<file path="config.mk">
export PLATFORM = sky130hd
export DESIGN_NAME = fifo_wr_arbiter_flat
export DESIGN_NICKNAME = d
export VERILOG_FILES = /design/src/rtl/fifo_arb_pkg.sv /design/src/rtl/fifo_wr_arbiter_if.sv /design/src/rtl/fifo_wr_arbiter_rr_pick.sv /design/src/rtl/fifo_wr_arbiter.sv /design/src/flat_wrapper.sv
export SDC_FILE = /design/constraint.sdc
export NUM_CORES = 1
export LEC_CHECK = 0
export CORE_AREA = 2 2 48 61
export CTS_BUF_LIST = sky130_fd_sc_hd__clkbuf_8
export CTS_CLUSTER_DIAMETER = 60
export CTS_CLUSTER_SIZE = 24
export DETAILED_ROUTE_END_ITERATION = 8
export DIE_AREA = 0 0 50 63
export PLACE_DENSITY = 0.87
export RECOVER_POWER = 50
export SETUP_SLACK_MARGIN = 0.15
export SYNTH_ARGS = -nofsm -noshare
export SYNTH_HDL_FRONTEND = slang
export SYNTH_SLANG_ARGS = --single-unit
</file>
<file path="constraint.sdc">
create_clock -name clk -period 2 [get_ports clk]
set_input_delay 0.4 -clock clk [delete_from_list [all_inputs] [get_ports clk]]
set_output_delay 0.4 -clock clk [all_outputs]
set_load 0.01 [all_outputs]
</file>
<file path="src/rtl/fifo_arb_pkg.sv">
// fifo_arb_pkg: shared types and defaults for the FIFO write arbiter.
package fifo_arb_pkg;
  typedef enum logic {IDLE, OWN} arb_state_e;
  localparam int NREQ_D = 4;
  localparam int DW_D = 8;
  localparam int BURST_LEN_D = 4;
  localparam int CNT_W = 16;
endpackage

</file>
<file path="src/rtl/fifo_wr_arbiter_if.sv">
// fifo_wr_arbiter_if: requester handshake and FIFO write-side signals of the arbiter.
interface fifo_wr_arbiter_if import fifo_arb_pkg::*; #(parameter int NREQ = NREQ_D, parameter int DW = DW_D);
  logic [NREQ-1:0] req_valid;
  logic [NREQ*DW-1:0] req_data;
  logic [NREQ-1:0] req_ready;
  logic [NREQ-1:0] grant;
  logic busy;
  logic fifo_wr_en;
  logic [DW-1:0] fifo_data_in;
  logic fifo_full;
  modport master (input req_valid, req_data, fifo_full, output req_ready, grant, busy, fifo_wr_en, fifo_data_in);
  modport slave (output req_valid, req_data, fifo_full, input req_ready, grant, busy, fifo_wr_en, fifo_data_in);
endinterface

</file>
<file path="src/rtl/fifo_wr_arbiter_rr_pick.sv">
// fifo_arb_rr_pick: combinational round-robin picker searching upward from last+1.
module fifo_arb_rr_pick import fifo_arb_pkg::*; #(
  parameter int NREQ = NREQ_D,
  localparam int IW = $clog2(NREQ)
) (
  input  logic [NREQ-1:0] req,
  input  logic [IW-1:0]   last,
  output logic [NREQ-1:0] win,
  output logic [IW-1:0]   idx,
  output logic            any
);
  localparam logic [NREQ-1:0] ONE = {{(NREQ-1){1'b0}}, 1'b1};
  always_comb begin
    idx = '0;
    for (int i = NREQ; i >= 1; i--)
      if (req[(int'(last) + i) % NREQ]) idx = IW'((int'(last) + i) % NREQ);
    any = |req;
    win = any ? ONE << idx : '0;
  end
endmodule

</file>
<file path="src/rtl/fifo_wr_arbiter.sv">
// fifo_wr_arbiter: round-robin burst-limited arbiter sharing one FIFO write port.
// Optional per-requester beat and stall statistics under FIFO_ARB_STATS_EN.
module fifo_wr_arbiter import fifo_arb_pkg::*; #(
  parameter int NREQ = NREQ_D,
  parameter int DW = DW_D,
  parameter int BURST_LEN = BURST_LEN_D
) (
  input logic clk,
  input logic rstn,
  fifo_wr_arbiter_if.master bus
`ifdef FIFO_ARB_STATS_EN
  ,
  output logic [NREQ*CNT_W-1:0] beat_count,
  output logic [CNT_W-1:0] stall_cycles
`endif
);
  localparam int IW = $clog2(NREQ);
  localparam int CW = $clog2(BURST_LEN + 1);
  arb_state_e state, state_nxt;
  logic [IW-1:0] owner, last_owner, pick_idx;
  logic [NREQ-1:0] pick_win, grant_q;
  logic [CW-1:0] beat_cnt;
  logic pick_any, own, own_valid, beat, rel;
  fifo_arb_rr_pick #(.NREQ(NREQ)) u_pick (
    .req(bus.req_valid), .last(last_owner), .win(pick_win), .idx(pick_idx), .any(pick_any)
  );
  assign own = state == OWN;
  assign own_valid = bus.req_valid[owner];
  assign beat = own & own_valid & !bus.fifo_full;
  // A dropped valid forfeits the grant even while the FIFO is full.
  assign rel = own & (!own_valid | (beat & beat_cnt == CW'(BURST_LEN - 1)));
  always_comb state_nxt = own ? (rel ? IDLE : OWN) : (pick_any ? OWN : IDLE);
  always_ff @(posedge clk or negedge rstn)
    if (!rstn) state <= IDLE;
    else state <= state_nxt;
  always_ff @(posedge clk or negedge rstn)
    if (!rstn) begin
      owner <= '0;
      last_owner <= IW'(NREQ - 1);
      beat_cnt <= '0;
      grant_q <= '0;
    end else if (!own) begin
      if (pick_any) begin
        owner <= pick_idx;
        grant_q <= pick_win;
        beat_cnt <= '0;
      end
    end else if (rel) begin
      last_owner <= owner;
      grant_q <= '0;
    end else if (beat) beat_cnt <= beat_cnt + CW'(1);
  assign bus.grant = grant_q;
  assign bus.busy = own;
  assign bus.fifo_wr_en = beat;
  assign bus.req_ready = (own & !bus.fifo_full) ? grant_q : '0;
  assign bus.fifo_data_in = own ? bus.req_data[int'(owner)*DW +: DW] : '0;
`ifdef FIFO_ARB_STATS_EN
  logic [CNT_W-1:0] bc [NREQ];
  for (genvar g = 0; g < NREQ; g++) begin : g_cnt
    always_ff @(posedge clk or negedge rstn)
      if (!rstn) bc[g] <= '0;
      else if (beat && owner == IW'(g) && bc[g] != '1) bc[g] <= bc[g] + CNT_W'(1);
    assign beat_count[g*CNT_W +: CNT_W] = bc[g];
  end
  always_ff @(posedge clk or negedge rstn)
    if (!rstn) stall_cycles <= '0;
    else if (own && own_valid && bus.fifo_full && stall_cycles != '1) stall_cycles <= stall_cycles + CNT_W'(1);
`endif
endmodule

</file>
<file path="src/flat_wrapper.sv">
// flat-port wrapper written by rule: the top's interface ports become plain ports
module fifo_wr_arbiter_flat import fifo_arb_pkg::*;
#(
  parameter int NREQ = NREQ_D,
  parameter int DW = DW_D,
  parameter int BURST_LEN = BURST_LEN_D
)
  (clk, rstn, bus_req_valid, bus_req_data, bus_fifo_full, bus_req_ready, bus_grant, bus_busy, bus_fifo_wr_en, bus_fifo_data_in);
  fifo_wr_arbiter_if #(.NREQ(NREQ), .DW(DW)) bus_i ();
  input logic clk;
  input logic rstn;
  input wire logic [$bits(bus_i.req_valid)-1:0] bus_req_valid;
  input wire logic [$bits(bus_i.req_data)-1:0] bus_req_data;
  input wire logic [$bits(bus_i.fifo_full)-1:0] bus_fifo_full;
  output wire logic [$bits(bus_i.req_ready)-1:0] bus_req_ready;
  output wire logic [$bits(bus_i.grant)-1:0] bus_grant;
  output wire logic [$bits(bus_i.busy)-1:0] bus_busy;
  output wire logic [$bits(bus_i.fifo_wr_en)-1:0] bus_fifo_wr_en;
  output wire logic [$bits(bus_i.fifo_data_in)-1:0] bus_fifo_data_in;
  assign bus_i.req_valid = bus_req_valid;
  assign bus_i.req_data = bus_req_data;
  assign bus_i.fifo_full = bus_fifo_full;
  assign bus_req_ready = bus_i.req_ready;
  assign bus_grant = bus_i.grant;
  assign bus_busy = bus_i.busy;
  assign bus_fifo_wr_en = bus_i.fifo_wr_en;
  assign bus_fifo_data_in = bus_i.fifo_data_in;
  fifo_wr_arbiter #(.NREQ(NREQ), .DW(DW), .BURST_LEN(BURST_LEN)) u_core (.clk(clk), .rstn(rstn), .bus(bus_i));
endmodule
</file>
==> out/summary.json <==
{
  "tritoncts.num_buffers": {"value": 3},
  "avgSynthCellArea": {"value": 10.8, "unit": "um2"},
  "core_area": {"value": 0.00260, "unit": "mm2"},
  "multi_input_comb_area": {"value": 647, "unit": "um2"},
  "htree_num_levels": {"value": 1},
  "synth.most_common_cell": {"value": "sky130_fd_sc_hd__and2_1"},
  "yosys.area_share.adder": {"value": 2.65, "unit": "%"},
  "finalCritPeriodShare": {"value": 101, "unit": "%"},
  "postRouteAntennaNets": {"value": 0},
  "synth_top_area_share": {"value": 26.5, "unit": "%"},
  "final_core_util": {"value": 67.1, "unit": "%"},
  "timing_worst_slew_pin_value": {"value": 0.577, "unit": "ns"},
  "power.static_leakage": {"value": 0.813, "unit": "nW"},
  "power.share.switching": {"value": 36.0, "unit": "%"},
  "numClockSinks": {"value": 12},
  "dr.max_layer_used": {"value": "met4"},
  "clockRootBuffer": {"value": "sky130_fd_sc_hd__clkbuf_8"},
  "initial_core_utilization": {"value": 36.3, "unit": "%"},
  "yosys.area_share.simple": {"value": 19.4, "unit": "%"},
  "crit_path_start_kind": {"value": "register"},
  "grt_overflow_total": {"value": 0},
  "detailedRoute.firstPassIterationCount": {"value": 4},
  "timing_hold_violations_final": {"value": 0},
  "total_area_of_sequential_cells": {"value": 303, "unit": "um2"},
  "dp_hpwl": {"value": 2240, "unit": "um"},
  "worstReg2RegStart": {"value": "u_core.owner[0]$_DFFE_PN0P_"},
  "crit_start": {"value": "u_core.owner[0]$_DFFE_PN0P_"},
  "postSynthRegisterBits": {"value": 12},
  "power_switching": {"value": 820, "unit": "uW"},
  "slew_headroom": {"value": 61.4, "unit": "%"},
  "synthDistinctLibCells": {"value": 26},
  "grt_pass1_wl": {"value": 5230, "unit": "um"},
  "io_pins": {"value": 57},
  "dieArea": {"value": 0.00315, "unit": "mm2"},
  "netlist_area": {"value": 943, "unit": "um2"},
  "timing.critical_path.required": {"value": 1.60, "unit": "ns"},
  "final.setup_skew": {"value": 0.00564, "unit": "ns"},
  "setup_viol_count_final": {"value": 5},
  "wirelength": {"value": 3140, "unit": "um"},
  "ir_drop": {"value": 0.716, "unit": "mV"},
  "drc_errors_left": {"value": 0},
  "yosys_most_used_dff": {"value": "sky130_fd_sc_hd__dfrtp_1"},
  "finalWorstPathRequiredPeriod": {"value": 2.01, "unit": "ns"},
  "worst_path_clk_slew": {"value": 0.05, "unit": "ns"},
  "ctsLongestPathBuffers": {"value": 2},
  "compound_gate_portion_of_the_synthesized_area": {"value": 11.5, "unit": "%"},
  "post_route_cells_drive_above_1_share": {"value": 31.4, "unit": "%"},
  "run_status": {"value": "finished, violations left"},
  "cts_hold_repair.buffers": {"value": 0},
  "row_count": {"value": 21},
  "holdWs": {"value": 0.483, "unit": "ns"},
  "internal_power": {"value": 1.46, "unit": "mW"},
  "yosys.area_share.xor_xnor": {"value": 0, "unit": "%"},
  "failed_checks": {"value": "setup timing"},
  "place_congestion": {"value": 0.805},
  "timing.critical_path.to_type": {"value": "output port"},
  "post_synth_mux_area_share": {"value": 31.4, "unit": "%"},
  "share_clk_of_total_power": {"value": 9.8, "unit": "%"},
  "die_h": {"value": 63, "unit": "um"},
  "wl_per_cell": {"value": 16.3, "unit": "um"},
  "initial_drc_count": {"value": 20},
  "holdCritStartpoint": {"value": "u_core.beat_cnt[0]$_DFFE_PN0P_"},
  "grt_max_degree": {"value": 15},
  "synth_top_family_by_area": {"value": "multiplexers"},
  "final.fill_count": {"value": 174},
  "critical_path_peak_fanout": {"value": 5},
  "vias_per_cell": {"value": 5.20},
  "met1_length": {"value": 1120, "unit": "um"},
  "power_density": {"value": 1310, "unit": "mW/mm2"},
  "grt_antenna_before_repair": {"value": 0},
  "clk_latency": {"value": 0.24, "unit": "ns"},
  "via_count": {"value": 1004},
  "yosysSeqAreaShare": {"value": 32.1, "unit": "%"},
  "wl_met3": {"value": 262, "unit": "um"},
  "power_frac_comb": {"value": 70.0, "unit": "%"},
  "layout_setup_ws": {"value": -0.0122, "unit": "ns"},
  "synth_cells": {"value": 87},
  "synthArstFlopShare": {"value": 100, "unit": "%"},
  "synth.cells.most_frequent": {"value": "13 x sky130_fd_sc_hd__and2_1, 10 x sky130_fd_sc_hd__dfrtp_1, 9 x sky130_fd_sc_hd__mux4_2"},
  "slew_violations": {"value": 0},
  "max-cap-violations": {"value": 0},
  "min_path_type": {"value": "reg2reg"},
  "fin_nets": {"value": 202},
  "largest_area_contributor_in_the_netlist": {"value": "sky130_fd_sc_hd__dfrtp_1"},
  "critPathArrivalTime": {"value": 1.61, "unit": "ns"},
  "mappedNetlistNets": {"value": 128},
  "synth-edff-count": {"value": 0},
  "pwr-share-seq": {"value": 20.2, "unit": "%"},
  "area_growth_from_synthesis_to_layout": {"value": 85.0, "unit": "%"},
  "max_freq": {"value": 497, "unit": "MHz"},
  "antennaDiodeCount": {"value": 0},
  "die-width": {"value": 50, "unit": "um"},
  "worstSetupPathType": {"value": "reg2out"},
  "via_count_of_the_first_global_routing_pass": {"value": 1116},
  "synthTopCellsByArea": {"value": "sky130_fd_sc_hd__dfrtp_1 27%, sky130_fd_sc_hd__mux4_2 21%, sky130_fd_sc_hd__and2_1 8.6%"},
  "tritoncts": {"value": "yes"},
  "portBuffers": {"value": 56},
  "rsz_0062_raised_after_global_routing": {"value": "true"},
  "grt_util_all_layers": {"value": 21.6, "unit": "%"},
  "met2_routed_wirelength": {"value": 1740, "unit": "um"},
  "yosys_warnings": {"value": 0}
}
-- timing repair --
action | 4_1_cts | 5_1_grt
gates resized for setup | 54 | 8
buffers inserted | 5 | 1
endpoints found under the setup margin | 19 | 18
pin swaps | 5 | 7
cloned | 1 | 0
-- path summary, 6_finish.rpt --
path	depth (start not counted)	slack, ns	end
worst max register to register	7	0.06	u_core.last_owner[0]$_DFFE_PN1P_
min in group asynchronous	1	0.59	u_core.beat_cnt[1]$_DFFE_PN0P_
max in group asynchronous	1	1.03	u_core.bus.grant[2]$_DFFE_PN0P_
worst max-delay path	7	-0.01	bus_fifo_wr_en
worst min-delay path	1	0.48	u_core.beat_cnt[0]$_DFFE_PN0P_
worst min register to register	1	0.48	u_core.beat_cnt[0]$_DFFE_PN0P_
-- sequential cells by signal (all words and copies together) (netlist names) --
name,count
u_core.bus.grant,4
u_core.beat_cnt,3
u_core.last_owner,2
u_core.owner,2
u_core.bus.busy,1
-- cell type report --
class / count / area share [%]
flip-flops and latches: 12 / 17.3
well taps: 34 / 2.44
repair buffers: 73 / 40.1
inverters: 3 / 0.645
clock buffers: 3 / 2.37
multi-input cells: 68 / 37.1
-- logic make-up after synthesis --
kind of cell             Yosys count
multiplexers                      18
adder cells (fa/ha/maj)            2
flip-flops                        12
AND/OR/NAND/NOR                   34
buffers and inverters              7
AO/OA/AOI/OAI                     14
-- worst max-delay path, stage by stage (launching register included) --
cell and delay, ns:
sky130_fd_sc_hd__dfrtp_1 0.40, sky130_fd_sc_hd__buf_6 0.13, sky130_fd_sc_hd__buf_16 0.13, sky130_fd_sc_hd__buf_6 0.11, sky130_fd_sc_hd__mux2i_1 0.11, sky130_fd_sc_hd__mux2_4 0.27, sky130_fd_sc_hd__nor2_1 0.09, sky130_fd_sc_hd__buf_2 0.14
-- layer usage --
| layer | vias up | GRT usage, % |
|---|---|---|
| met5 | - | 0 |
| met4 | 0 | 9.72 |
| met3 | 2 | 6.22 |
| met2 | 57 | 40.0 |
| met1 | 476 | 21.5 |
| li1 | 469 | - |
-- placed cells by master (no fill, tap or decap) --
cell type,count
sky130_fd_sc_hd__a21bo_1,1
sky130_fd_sc_hd__and2_1,10
sky130_fd_sc_hd__inv_1,3
sky130_fd_sc_hd__o2bb2ai_2,2
sky130_fd_sc_hd__mux2_4,3
sky130_fd_sc_hd__dlygate4sd3_1,4
sky130_fd_sc_hd__nand2_1,8
sky130_fd_sc_hd__dlygate4sd2_1,8
sky130_fd_sc_hd__dfrtp_1,10
sky130_fd_sc_hd__buf_16,1
sky130_fd_sc_hd__buf_2,7
sky130_fd_sc_hd__or3_1,1
sky130_fd_sc_hd__a21oi_1,3
sky130_fd_sc_hd__nand3b_1,1
sky130_fd_sc_hd__a32o_1,2
sky130_fd_sc_hd__buf_6,8
sky130_fd_sc_hd__dfstp_2,2
sky130_fd_sc_hd__buf_4,9
sky130_fd_sc_hd__nand3_1,1
sky130_fd_sc_hd__a21o_1,2
sky130_fd_sc_hd__clkbuf_8,3
sky130_fd_sc_hd__a31oi_1,1
sky130_fd_sc_hd__ha_1,2
sky130_fd_sc_hd__nor2b_1,1
sky130_fd_sc_hd__nor2_1,4
sky130_fd_sc_hd__mux4_2,9
sky130_fd_sc_hd__a31o_2,1
sky130_fd_sc_hd__nand2b_1,4
sky130_fd_sc_hd__nor2b_2,1
sky130_fd_sc_hd__o21a_1,1
sky130_fd_sc_hd__a2bb2oi_1,1
sky130_fd_sc_hd__buf_12,1
sky130_fd_sc_hd__mux2i_1,6
sky130_fd_sc_hd__and2_4,3
sky130_fd_sc_hd__clkdlybuf4s50_1,35
-- per-stage QoR --
step	area, um2	cells	setup TNS (ns)	setup slack (ns)	total power, mW
finish	1750	193	-0.0347	-0.0122	2.28
global route	1750	193	-0.681	-0.0937	2.42
CTS	1700	192	-0.164	-0.0349	2.19
detailed placement	1620	183	-4.64	-0.327	1.85
global placement	1620	183	-4.40	-0.326	1.80
floorplan	943	87	0	0.205	1.20
-- power by group through the flow --
stage | combinational (mW) | clock [mW] | sequential, mW
6_report | 1.60 | 0.223 | 0.461
5_1_grt | 1.70 | 0.241 | 0.478
4_1_cts | 1.50 | 0.232 | 0.453
3_5_place_dp | 1.40 | 0 | 0.454
3_3_place_gp | 1.36 | 0 | 0.445
2_1_floorplan | 0.731 | 0 | 0.471
Note: power is estimated with default switching activity, not from simulation.
